[src/rtl/apb_sample_fifo_completer_if.sv]
// APB3 completer-side bus bundle for the sample FIFO; master drives request, slave drives response.
interface apb_sample_fifo_completer_if #(
    parameter int ADDR_WIDTH = 16,
    parameter int DATA_WIDTH = 32
);
    logic                  PSEL;
    logic [ADDR_WIDTH-1:0] PADDR;
    logic                  PENABLE;
    logic                  PWRITE;
    logic [DATA_WIDTH-1:0] PWDATA;
    logic [DATA_WIDTH-1:0] PRDATA;
    logic                  PREADY;
    logic                  PSLVERR;

    modport master (
        output PSEL, PADDR, PENABLE, PWRITE, PWDATA,
        input  PRDATA, PREADY, PSLVERR
    );

    modport slave (
        input  PSEL, PADDR, PENABLE, PWRITE, PWDATA,
        output PRDATA, PREADY, PSLVERR
    );
endinterface

[src/rtl/apb_sample_fifo_completer.sv]
// APB sample FIFO: zero-wait register access, one wait state per DATA pop; pushes drop (OVF) when full.
// Optional SAMPLE_FIFO_TIMESTAMP_EN stores a 15-bit cycle stamp per entry, returned in DATA[30:16].
module apb_sample_fifo_completer #(
    parameter int ADDR_WIDTH   = 16,
    parameter int DATA_WIDTH   = 32,
    parameter int SAMPLE_WIDTH = 12,
    parameter int FIFO_DEPTH   = 16
) (
    input  logic                          PCLK,
    input  logic                          PRESET,
    apb_sample_fifo_completer_if.slave    apb,
    input  logic                          sample_valid,
    input  logic [SAMPLE_WIDTH-1:0]       sample_data,
    output logic                          irq
);
    localparam int PW = $clog2(FIFO_DEPTH);
`ifdef SAMPLE_FIFO_TIMESTAMP_EN
    localparam int EW = SAMPLE_WIDTH + 15;
`else
    localparam int EW = SAMPLE_WIDTH;
`endif
    localparam logic [8:0] DEPTH_C = 9'(FIFO_DEPTH);
    localparam logic [1:0] SEL_CTRL = 2'd0, SEL_STATUS = 2'd1, SEL_DATA = 2'd2, SEL_THRESH = 2'd3;

    typedef enum logic [1:0] {IDLE, WAIT, DONE} state_t;

    state_t            state, state_nxt;
    logic [EW-1:0]     mem [FIFO_DEPTH];
    logic [PW-1:0]     wptr, rptr;
    logic [8:0]        count;
    logic [8:0]        thresh;
    logic              en, irq_en, ovf;
    logic [31:0]       rdata_q;
    logic [EW-1:0]     push_entry;

    logic              access, addr_ok, slv_err, data_rd;
    logic [1:0]        reg_sel;
    logic              ready, err, reg_wr, pop_req;
    logic [31:0]       rdata, reg_rdata;
    logic              full, empty, pop, push_try, push, flush, ovf_set;
    logic              unused_ok;

    function automatic logic [31:0] entry_word(input logic [EW-1:0] e);
        logic [31:0] w;
        w = 32'(e[SAMPLE_WIDTH-1:0]);
`ifdef SAMPLE_FIFO_TIMESTAMP_EN
        w[30:16] = e[EW-1:SAMPLE_WIDTH];
`endif
        return w;
    endfunction

`ifdef SAMPLE_FIFO_TIMESTAMP_EN
    logic [14:0] ts;
    always_ff @(posedge PCLK or posedge PRESET) begin
        if (PRESET) ts <= '0;
        else        ts <= ts + 15'd1;
    end
    assign push_entry = {ts, sample_data};
`else
    assign push_entry = sample_data;
`endif

    assign access  = apb.PSEL & apb.PENABLE;
    assign reg_sel = apb.PADDR[3:2];
    assign addr_ok = (apb.PADDR[ADDR_WIDTH-1:4] == '0) && (apb.PADDR[1:0] == 2'b00);
    assign slv_err = !addr_ok || (apb.PWRITE && (reg_sel == SEL_STATUS || reg_sel == SEL_DATA));
    assign data_rd = addr_ok && !apb.PWRITE && (reg_sel == SEL_DATA);

    assign full  = (count == DEPTH_C);
    assign empty = (count == 9'd0);

    always_comb begin
        reg_rdata = '0;
        case (reg_sel)
            SEL_CTRL:   reg_rdata = {30'd0, irq_en, en};
            SEL_STATUS: reg_rdata = {13'd0, ovf, full, empty, 7'd0, count};
            SEL_THRESH: reg_rdata = {23'd0, thresh};
            default:    reg_rdata = '0;
        endcase
    end

    always_ff @(posedge PCLK or posedge PRESET) begin
        if (PRESET) state <= IDLE;
        else        state <= state_nxt;
    end

    always_comb begin
        state_nxt = state;
        ready     = 1'b0;
        err       = 1'b0;
        rdata     = '0;
        reg_wr    = 1'b0;
        pop_req   = 1'b0;
        case (state)
            IDLE: begin
                if (access) begin
                    if (data_rd) begin
                        state_nxt = WAIT;
                        pop_req   = 1'b1;
                    end else begin
                        state_nxt = DONE;
                        ready     = 1'b1;
                        if (slv_err)           err    = 1'b1;
                        else if (apb.PWRITE)   reg_wr = 1'b1;
                        else                   rdata  = reg_rdata;
                    end
                end
            end
            WAIT: begin
                // Dropping PSEL here abandons the read; the pop already happened.
                if (apb.PSEL) begin
                    ready     = 1'b1;
                    rdata     = rdata_q;
                    state_nxt = DONE;
                end else begin
                    state_nxt = IDLE;
                end
            end
            DONE: begin
                if (!apb.PENABLE || !apb.PSEL) state_nxt = IDLE;
            end
            default: state_nxt = IDLE;
        endcase
    end

    assign apb.PREADY  = ready & ~PRESET;
    assign apb.PSLVERR = err & ~PRESET;
    assign apb.PRDATA  = PRESET ? '0 : DATA_WIDTH'(rdata);

    assign pop      = pop_req & ~empty;
    assign flush    = reg_wr && (reg_sel == SEL_CTRL) && apb.PWDATA[2];
    assign push_try = sample_valid & en;
    // A same-cycle pop frees a slot, so a full FIFO still accepts the push.
    assign push     = push_try & (~full | pop) & ~flush;
    assign ovf_set  = push_try & full & ~pop & ~flush;

    always_ff @(posedge PCLK) begin
        if (push) mem[wptr] <= push_entry;
    end

    always_ff @(posedge PCLK or posedge PRESET) begin
        if (PRESET) begin
            wptr    <= '0;
            rptr    <= '0;
            count   <= '0;
            en      <= 1'b0;
            irq_en  <= 1'b0;
            ovf     <= 1'b0;
            thresh  <= '0;
            rdata_q <= '0;
            irq     <= 1'b0;
        end else begin
            if (pop_req) rdata_q <= empty ? 32'h8000_0000 : entry_word(mem[rptr]);

            if (flush) begin
                wptr  <= '0;
                rptr  <= '0;
                count <= '0;
            end else begin
                if (push) wptr <= wptr + PW'(1);
                if (pop)  rptr <= rptr + PW'(1);
                case ({push, pop})
                    2'b10:   count <= count + 9'd1;
                    2'b01:   count <= count - 9'd1;
                    default: count <= count;
                endcase
            end

            if (reg_wr && reg_sel == SEL_CTRL) begin
                en     <= apb.PWDATA[0];
                irq_en <= apb.PWDATA[1];
            end
            if (reg_wr && reg_sel == SEL_THRESH) thresh <= apb.PWDATA[8:0];

            if (ovf_set)                                             ovf <= 1'b1;
            else if (reg_wr && reg_sel == SEL_CTRL && apb.PWDATA[3]) ovf <= 1'b0;

            irq <= irq_en & (((thresh != 9'd0) && (count >= thresh)) | ovf);
        end
    end

    assign unused_ok = ^apb.PWDATA[DATA_WIDTH-1:9];
endmodule

[src/flat_wrapper.sv]
// flat-port wrapper written by rule: the top's interface ports become plain ports
module apb_sample_fifo_completer_flat 
#(
    parameter int ADDR_WIDTH   = 16,
    parameter int DATA_WIDTH   = 32,
    parameter int SAMPLE_WIDTH = 12,
    parameter int FIFO_DEPTH   = 16
)
  (PCLK, PRESET, sample_valid, sample_data, irq, apb_PSEL, apb_PADDR, apb_PENABLE, apb_PWRITE, apb_PWDATA, apb_PRDATA, apb_PREADY, apb_PSLVERR);
  apb_sample_fifo_completer_if #(.ADDR_WIDTH(ADDR_WIDTH), .DATA_WIDTH(DATA_WIDTH)) apb_i ();
  input  logic PCLK;
  input  logic PRESET;
  input  logic sample_valid;
  input  logic [SAMPLE_WIDTH-1:0] sample_data;
  output logic irq;
  input wire logic [$bits(apb_i.PSEL)-1:0] apb_PSEL;
  input wire logic [$bits(apb_i.PADDR)-1:0] apb_PADDR;
  input wire logic [$bits(apb_i.PENABLE)-1:0] apb_PENABLE;
  input wire logic [$bits(apb_i.PWRITE)-1:0] apb_PWRITE;
  input wire logic [$bits(apb_i.PWDATA)-1:0] apb_PWDATA;
  output wire logic [$bits(apb_i.PRDATA)-1:0] apb_PRDATA;
  output wire logic [$bits(apb_i.PREADY)-1:0] apb_PREADY;
  output wire logic [$bits(apb_i.PSLVERR)-1:0] apb_PSLVERR;
  assign apb_i.PSEL = apb_PSEL;
  assign apb_i.PADDR = apb_PADDR;
  assign apb_i.PENABLE = apb_PENABLE;
  assign apb_i.PWRITE = apb_PWRITE;
  assign apb_i.PWDATA = apb_PWDATA;
  assign apb_PRDATA = apb_i.PRDATA;
  assign apb_PREADY = apb_i.PREADY;
  assign apb_PSLVERR = apb_i.PSLVERR;
  apb_sample_fifo_completer #(.ADDR_WIDTH(ADDR_WIDTH), .DATA_WIDTH(DATA_WIDTH), .SAMPLE_WIDTH(SAMPLE_WIDTH), .FIFO_DEPTH(FIFO_DEPTH)) u_core (.PCLK(PCLK), .PRESET(PRESET), .apb(apb_i), .sample_valid(sample_valid), .sample_data(sample_data), .irq(irq));
endmodule
[config.mk]
export PLATFORM = sky130hd
export DESIGN_NAME = apb_sample_fifo_completer_flat
export DESIGN_NICKNAME = d
export VERILOG_FILES = /design/src/rtl/apb_sample_fifo_completer_if.sv /design/src/rtl/apb_sample_fifo_completer.sv /design/src/flat_wrapper.sv
export SDC_FILE = /design/constraint.sdc
export NUM_CORES = 1
export LEC_CHECK = 0
export CAP_MARGIN = 15
export CORE_ASPECT_RATIO = 1.75
export CORE_MARGIN = 2
export CORE_UTILIZATION = 60
export DETAILED_ROUTE_END_ITERATION = 8
export HOLD_SLACK_MARGIN = 0.03
export PLACE_DENSITY = 0.89
export SLEW_MARGIN = 5
export SYNTH_ARGS = -nofsm -noshare
export SYNTH_HDL_FRONTEND = slang
export SYNTH_SLANG_ARGS = --single-unit
[constraint.sdc]
create_clock -name PCLK -period 7.7 [get_ports PCLK]
set_input_delay 1.54 -clock PCLK [delete_from_list [all_inputs] [get_ports PCLK]]
set_output_delay 1.54 -clock PCLK [all_outputs]
set_load 0.02 [all_outputs]
# Word level (Yosys, flattened, before mapping)
# Memories as Yosys holds them, arrays and structs flattened.
# Index checks and enable logic that the tools add are counted.
# word_totals
register_bits,64
mem_bits_rw,192
in_bits,66
output_inout_bits,35
word_cells,111
mem_count,1
# memory_table
memory,words,width,read_ports,rd_ports_with_merged_regs,write_ports,line,rtl
u_core.mem,16,12,1,0,1,apb_sample_fifo_completer.sv:28,logic [EW-1:0] mem [FIFO_DEPTH];
# op_classes
addsub,4
order_cmp,1
eq_ne,10
muxes,40
bitwise_logic,18
reduce_logical,27
# ops
operator,count
$mux 32,6
$pmux 32 s2,1
$pmux 19 s3,1
$mux 1,19
$mux 19,1
$pmux 9 s2,1
$mux 4,4
$logic_not 12->1,1
$and 1x1->1,11
$add 9x1->9 const B,1
$eq 9x5->1 const B,1
$ge 9x9->1,1
$logic_and 1x1->1,9
$logic_not 9->1,1
$mux 9,1
$reduce_bool 9->1,1
$sub 9x1->9 const B,1
$add 4x1->4 const B,2
$eq 2x2->1 const B,4
$mux 2,4
$eq 2x1->1 const B,3
$logic_not 2->1,3
$pmux 2 s3,1
$reduce_bool 2->1,3
8 further kinds,19

# Logic depth before layout (Yosys ltp)
# Gate-level depths: netlist of the first run.
# depth
ltp_word,15
ltp_mapped,17
depth_no_buf,14

# Least setup slack after synthesis of the first run
# Ideal clock, no wire load.
# synth_path
path_type,input-to-reg
from,input apb_PADDR[5]
to,register u_core.count[7]
setup_ns,0.072
t_arrival_ns,4.750
required_ns,7.628
path_slack_ns,2.878
path_stages,16
path_buffers,3
cell_sequence,nor4_1 > nand4_1 > nor2_1 > and2_1 > buf_2 > nand2b_2 > buf_6 > buf_12 > ha_1 > ha_1 > and3_1 > a221o_1 > o41ai_1 > xnor2_1 > mux2i_1 > nor2_1
# synth_between
elab_chain_len,15
elab_cells_between_ends,25
cone_classes,eq/ne (2); mux (9); bitwise (5); reduce/logical (9)
# synth_lines
item,line,rtl
start: declaration,flat_wrapper.sv:17,input wire logic [$bits(apb_i.PADDR)-1:0] apb_PADDR;
$logic_not 12->1 (*),apb_sample_fifo_completer.sv:65,assign addr_ok = (apb.PADDR[ADDR_WIDTH-1:4] == '0) && (apb.PADDR[1:0] == 2'b00);
$logic_and 1x1->1 (*),apb_sample_fifo_completer.sv:65,
branches (longest 13 deep; another with $pmux 9 s2),n/a,
end signal: assignment,apb_sample_fifo_completer.sv:163,2'b10: count <= count + 9'd1;
end signal: assignment,apb_sample_fifo_completer.sv:164,2'b01: count <= count - 9'd1;
end signal: assignment,apb_sample_fifo_completer.sv:165,default: count <= count;
end: declaration,apb_sample_fifo_completer.sv:30,logic [8:0] count;
# Every way passes the cells marked *.
# A chain may end at the register's enable or synchronous reset.

# Worst setup path in the final report of the first run
# layout_path
from,input apb_PADDR[5]
to,output apb_PRDATA[18]
# layout_between
elab_chain_len,9
elab_cells_between_ends,11
cone_classes,mux (5); reduce/logical (6)
# layout_lines
item,line,rtl
$logic_not 12->1 (*),apb_sample_fifo_completer.sv:65,
$logic_and 1x1->1 (*),apb_sample_fifo_completer.sv:65,
$logic_not 1->1,apb_sample_fifo_completer.sv:66,assign slv_err = !addr_ok || (apb.PWRITE && (reg_sel == SEL_STATUS || reg_sel == SEL_DATA));
$logic_or 1x1->1,apb_sample_fifo_completer.sv:66,
$mux 32,apb_sample_fifo_completer.sv:103,if (slv_err) err = 1'b1;
$mux 32 (*),apb_sample_fifo_completer.sv:97,if (data_rd) begin
$mux 32 (*),apb_sample_fifo_completer.sv:96,if (access) begin
$pmux 32 s2 (*),apb_sample_fifo_completer.sv:94,case (state)
$mux 32 (*),apb_sample_fifo_completer.sv:128,assign apb.PRDATA = PRESET ? '0 : DATA_WIDTH'(rdata);
end: declaration,flat_wrapper.sv:21,output wire logic [$bits(apb_i.PRDATA)-1:0] apb_PRDATA;
# Every way passes the cells marked *; elsewhere a longest branch is shown, timed or not.

==> flow_metrics.tcl, run 1 <==
set metrics [dict create \
    cts-buffers-inserted 21 \
    rows 64 \
    netlist_top_cells_count "edfxtp_1, nor2_1, dfrtp_1, a21oi_1" \
    clock_skew_ns 0.01137 \
    core_area_sq_um 17300 \
    num_antenna_cells 0 \
    slew_violations 0 \
    grtUsageTotal_pct 27.05 \
    cp-start-kind "primary input" \
    drt_first_pass_iters 5 \
    drive_gt1_share_pct 14.03 \
    grt_remaining_overflow 0 \
    clock_latency_ns 0.51 \
    cp_max_fo 8 \
    route.detailed.drc 0 \
    holdBufCountCts 0 \
    min_to "u_core.rdata_q[10]" \
    ff2ff_setup_slack_ns 3.12 \
    nNetsFinal 870 \
    setup_tns_ns 0 \
    cts_tree "yes" \
    critPathArrivalTime_ns 4.34 \
    yosys_warnings 0 \
    rsz0062_at_grt "no" \
    criticalPathCategory "in2out" \
    grt_max_degree 47 \
    dp_hpwl_um 16320 \
    routabilityCongestion 0.9219 \
    swShare_pct 19.34 \
    tightest_slew_ns 0.9683 \
    ir_worst_vdd_uv 184.7 \
    ant_nets 0 \
    end_kind "output pin" \
    avgRoutedWirePerCell_um 24.59 \
    period_minus_slack_ns 5.879 \
    vias 6448 \
    slew_headroom_pct 35.15 \
    dpl-instance-area_sq_um 11380 \
    synth_top_area_share_pct 54.85 \
    ys_ff_latch 237 \
    final.setup.worst_slack_ns 1.821 \
    syn_area_sq_um 10510 \
    finalHoldWorstSlack_ns 0.4950 \
    min_path_type "reg2reg" \
    dieArea_sq_um 18640 \
    initial_core_util_pct 60.77 \
    dpl_worst_slack_ns 1.485 \
    grt_pass1_vias 6768 \
    synth_edf_count 192 \
    reg2reg_from "u_core.state[1]" \
    drt-initial-drc-count 593 \
    post_cts_resized 0 \
    syn_to_final_growth_pct 14.77 \
    totalWireLength_um 25130 \
    p_int_mw 2.013 \
    synth_most_common_cell "edfxtp_1" \
    p_sw_mw 0.4827 \
    setup_viol 0 \
    p_per_area_nw_per_um2 206.9 \
    timing.critical_path.required_ns 6.16 \
    timing.final.crit_share_pct 76.35 \
    comb_power_share_pct 2.4 \
    grt_pass1_wl_um 37820 \
    status "complete, no violations" \
    netlist-cell-type-count 60 \
    htree_levels 1 \
    min-delay-start "u_core.rdata_q[10]" \
    cts_max_path_buffers 3 \
    maxCapViolations 0 \
    io_pins 101 \
    dieWidth_um 104.1 \
    r2r-end "u_core.count[7]" \
    final_area_sq_um 12060 \
    cts.sinks 237 \
    synthArstFlopShare_pct 18.99 \
    portBuffers 61 \
    clkPwrFrac_pct 42.0 \
    pwr-share-seq_pct 55.5 \
    ys.flop_type "edfxtp_1" \
    fmax_ghz 0.1701 \
    syn_inst 708 \
    cts-root-buf "clkbuf_16" \
    synth.area.top_cells "edfxtp_1, dfrtp_1, mux4_2, mux2i_1, ha_1" \
    syn_area_per_cell_sq_um 14.85 \
    antenna_found_initial 0 \
    reg2regPathDepth 15 \
    yosysTopAreaCell "edfxtp_1" \
    p_leak_nw 4.263 \
    dieHeight_um 179.1 \
    path_clk_slew_ns 0.07 \
    synth_seq_area_share_pct 65.56 \
    hold_violations 0 \
    n_fill_cell 1127 \
    postCtsSetupRepairBufs 0 \
    viasPerCell 6.309 \
    holdPathStages 1 \
]
cell type report:
type | count | area [sq um] | share of cell area, %
flip-flops and latches | 237 | 6895 | 57.16
clock inverters | 13 | 145.1 | 1.203
multi-input cells | 415 | 3351 | 27.77
repair buffers | 83 | 775.7 | 6.430
inverters | 19 | 71.32 | 0.5912
clock buffers | 24 | 536.8 | 4.449
well taps | 231 | 289.0 | 2.396
flip-flops by register name, summed over array words and instances (netlist names):
register	cells
u_core.irq	1
u_core.state	2
u_core.mem	192
u_core.en	1
u_core.thresh	9
u_core.rdata_q	13
u_core.wptr	4
u_core.ovf	1
u_core.rptr	4
u_core.irq_en	1
u_core.count	9
how the worst max path moves through the flow:
stage                 start               to  slack (ns)  cells after the start
6_report       apb_PADDR[5]   apb_PRDATA[18]        1.82                      7
3_5_place_dp   apb_PADDR[5]  u_core.count[7]        1.48                     15
2_1_floorplan  apb_PADDR[5]  u_core.count[7]        2.88                     16
5_1_grt        apb_PADDR[4]   apb_PRDATA[17]        1.59                      7
4_1_cts        apb_PADDR[5]   apb_PRDATA[18]        1.82                      7
3_3_place_gp   apb_PADDR[5]  u_core.count[7]        1.73                     15
critical path: stages:
cell,delay (ns)
clkdlybuf4s50_1,0.41
nor4_1,0.37
nand4_1,0.31
nor4b_2,0.71
nand3_1,0.25
nor2_1,0.14
clkdlybuf4s50_1,0.61
per-layer routing:
| layer | share of wire [%] | global-route usage (%) | vias to the layer above |
|---|---|---|---|
| li1 | - | - | 2824 |
| met1 | 34 | 28.88 | 3230 |
| met2 | 54 | 50.08 | 301 |
| met3 | 5.8 | 3.926 | 93 |
| met4 | 6.1 | 17.06 | 0 |
| met5 | 0 | 0 | - |
cells in the final DEF (no fill, tap or decap), types with 9 or more instances in the layout:
cell / netlist / layout
a21o_1: 12 / 12
mux2_2: 13 / 13
o21ai_0: 33 / 33
a22oi_1: 17 / 17
clkdlybuf4s50_1: 0 / 61
xnor2_1: 9 / 9
dfrtp_1: 45 / 44
buf_4: 19 / 22
nor2_1: 54 / 54
mux4_2: 30 / 30
inv_1: 19 / 18
edfxtp_1: 192 / 192
nand2_1: 30 / 30
a21oi_1: 34 / 34
a221oi_1: 10 / 10
conb_1: 1 / 16
mux2i_1: 33 / 33
ha_1: 26 / 26
nand3_1: 12 / 12
clkbuf_16: 0 / 21
kinds of logic (layout without fill, tap and decap cells):
kind of cell | count (synthesis) | after routing | synth area share [%]
DFF | 237 | 237 | 65.56
and+or+nand+nor | 154 | 154 | 7.428
AOI/OAI and AO/OA | 128 | 128 | 8.011
muxes | 76 | 76 | 10.96
buffers and inverters | 71 | 139 | 3.547
adders and majority gates | 27 | 27 | 3.285
xor gates and xnor gates | 14 | 14 | 1.167
other | 1 | 16 | 0.03568
power groups by stage:
stage          clock, mW  sequential, mW  combinational, mW
4_1_cts             1.06            1.39             0.0608
2_1_floorplan          0            1.41             0.0266
5_1_grt             1.10            1.39             0.0661
6_report            1.05            1.39             0.0610
3_3_place_gp           0            1.41             0.0578
3_5_place_dp           0            1.41             0.0604
metrics by stage:
stage	utilization [%]	power, mW	cells
finish	69.75	2.496	1022
global route	69.75	2.552	1022
CTS	69.75	2.507	1022
detailed placement	65.81	1.474	985
global placement	65.81	1.471	985
floorplan	-	1.440	723
Power figures use the tool's default switching activity.
==> run 2, diff against run 1 <==
- CORE_UTILIZATION: 60 -> 57
- PLACE_DENSITY: 0.89 -> 0.86
- clock period: 7.7 -> 5.68 ns (I/O delays scaled with it)
==> flow_metrics.tcl, run 2 (synthesized netlist as in run 1, its figures left out) <==
set metrics [dict create \
    top_register "u_core.mem" \
    slew_violations 0 \
    portBuffers 61 \
    maxCapViolations 0 \
    end_kind "register" \
    drive_gt1_share_pct 14.86 \
    rsz0062_at_grt "no" \
    final_util_pct 66.90 \
    grt_pass1_vias 6774 \
    cts_max_path_buffers 3 \
    min-delay-start "u_core.rdata_q[6]" \
    cp_max_fo 17 \
    min_path_type "reg2reg" \
    antenna_found_initial 0 \
    rows 65 \
    holdBufCountCts 0 \
    r2r-end "u_core.count[7]" \
    clock_latency_ns 0.50 \
    slowest_delay_ns 0.53 \
    hold_violations 0 \
    final_common_cell "edfxtp_1" \
    multi_input_area_sq_um 3348 \
    cp-start-kind "primary input" \
    ff2ff_setup_slack_ns 1.10 \
    worstPathCellList "clkdlybuf4s50_1 > nor4bb_1 > buf_4 > nand4b_1 > nor2_1 > buf_4 > and2_1 > nand2b_2 > ha_1 > ha_1 > and3_1 > a221o_1 > o41ai_1 > xnor2_1 > mux2i_1 > nor2_1" \
    largest_reg_flops 192 \
    top_regs "u_core.mem: 192 flops, u_core.rdata_q: 13 flops" \
    dp_hpwl_um 16150 \
    post_cts_resized 0 \
    final_cell_mix "edfxtp_1, clkdlybuf4s50_1, nor2_1" \
    ir_worst_vdd_uv 265.9 \
    reg2regPathDepth 13 \
    totalWireLength_um 24890 \
    finalHoldWorstSlack_ns 0.4799 \
    pwr-share-seq_pct 56.1 \
    criticalPathCategory "in2reg" \
    route.detailed.drc 0 \
    ant_nets 0 \
    grt_remaining_overflow 0 \
    grtUsageTotal_pct 25.54 \
    stdcell_count 1028 \
    tightest_slew_ns 0.9128 \
    core_area_sq_um 18050 \
    slowest_stage "ha_1" \
    io_pins 101 \
    cts-root-buf "clkbuf_16" \
    status "complete, no violations" \
    seq_area_sq_um 6895 \
    n_fill_cell 1213 \
    dieArea_sq_um 19590 \
    grt_pass1_wl_um 37670 \
    nNetsFinal 874 \
    vias 6516 \
    grt_max_degree 46 \
    fmax_ghz 0.2032 \
    worst-path-buf-inv 3 \
    dieWidth_um 106.7 \
    p_per_area_nw_per_um2 277.1 \
    drt-initial-drc-count 592 \
    cts-buffers-inserted 21 \
    timing.critical_path.required_ns 6.07 \
    syn_to_final_growth_pct 14.92 \
    clkPwrFrac_pct 41.3 \
    setup_viol 0 \
    dieHeight_um 183.6 \
    routabilityCongestion 0.9070 \
    path_clk_slew_ns 0.07 \
    clock_skew_ns 0.01439 \
    holdPathStages 2 \
    p_leak_nw 4.284 \
    cts.sinks 237 \
    comb_power_share_pct 2.5 \
    viasPerCell 6.339 \
    critPathArrivalTime_ns 5.31 \
    cp_top_family "simple AND/OR/NAND/NOR gates" \
    cts_tree "yes" \
    min_to "u_core.rdata_q[6]" \
    num_antenna_cells 0 \
    drt_first_pass_iters 6 \
    htree_levels 1 \
    avgRoutedWirePerCell_um 24.21 \
    p_sw_mw 0.6603 \
    swShare_pct 19.73 \
    timing.final.crit_share_pct 86.65 \
    setup_tns_ns 0 \
    reg2reg_from "u_core.count[1]" \
    fin_total_pwr_mw 3.347 \
    p_int_mw 2.686 \
    slew_headroom_pct 39.14 \
    initial_core_util_pct 58.22 \
    postCtsSetupRepairBufs 0 \
    place_inst 992 \
    period_minus_slack_ns 4.922 \
]
-- run 2: cell types whose count changed in the layout (fill, tap and decap cells not counted), moves of 2 or more --
cell      change
clkbuf_1      -2
clkinv_2      +3
buf_4         +4
clkinv_1      -3
-- run 2: through the flow --
| step | area (sq um) | setup WS [ns] |
|---|---|---|
| global route | 12080 | 0.4817 |
| CTS | 12080 | 0.8348 |
| detailed placement | 11410 | 0.3388 |
| global placement | 11410 | 0.5721 |
| finish | 12080 | 0.7584 |
| floorplan | 10570 | 1.262 |
-- run 2: worst reg2reg max path, stage by stage, from the launching register on --
cell and delay, ns:
dfrtp_1 0.47, or4_1 0.57, or4_4 0.54, a31oi_4 0.28, nor2_2 0.11, nand2b_2 0.35, ha_1 0.53, ha_1 0.38
and3_1 0.21, a221o_1 0.35, o41ai_1 0.35, xnor2_1 0.12, mux2i_1 0.15, nor2_1 0.05
-- run 2: worst max path at each step --
stage	startpoint	to	slack, ns	cells past startpoint
floorplan	apb_PADDR[5]	u_core.count[7]	1.26	16
global placement	apb_PADDR[5]	u_core.count[7]	0.57	15
detailed placement	apb_PADDR[8]	u_core.count[7]	0.34	15
CTS	apb_PENABLE	u_core.count[7]	0.83	16
global route	apb_PADDR[8]	u_core.count[7]	0.48	15
finish	apb_PENABLE	u_core.count[7]	0.76	16
-- run 2: area by class of cell --
| cell class | instances | share of cell area (%) |
|---|---|---|
| inverter | 19 | 0.5904 |
| clock inverter | 14 | 1.129 |
| multi-input combinational | 415 | 27.72 |
| tap | 234 | 2.424 |
| clock buffer | 22 | 4.382 |
| timing repair buffer | 87 | 6.671 |
| sequential | 237 | 57.09 |
-- run 2: routing by layer --
| metal | track usage, % | up-vias | routed length, um | share of wire [%] |
|---|---|---|---|---|
| met2 | 48.08 | 339 | 13930 | 56 |
| met3 | 3.155 | 79 | 1547 | 6.2 |
| met5 | 0 | - | 0 | 0 |
| li1 | - | 2836 | - | - |
| met1 | 27.71 | 3262 | 8255 | 33 |
| met4 | 12.88 | 0 | 1158 | 4.7 |
-- run 2: power by group through the flow --
| stage | sequential, mW | combinational (mW) | clock [mW] |
|---|---|---|---|
| 3_5_place_dp | 1.92 | 0.0832 | 0 |
| 6_report | 1.88 | 0.0845 | 1.38 |
| 2_1_floorplan | 1.92 | 0.0360 | 0 |
| 4_1_cts | 1.88 | 0.0840 | 1.40 |
| 3_3_place_gp | 1.92 | 0.0797 | 0 |
| 5_1_grt | 1.88 | 0.0906 | 1.46 |
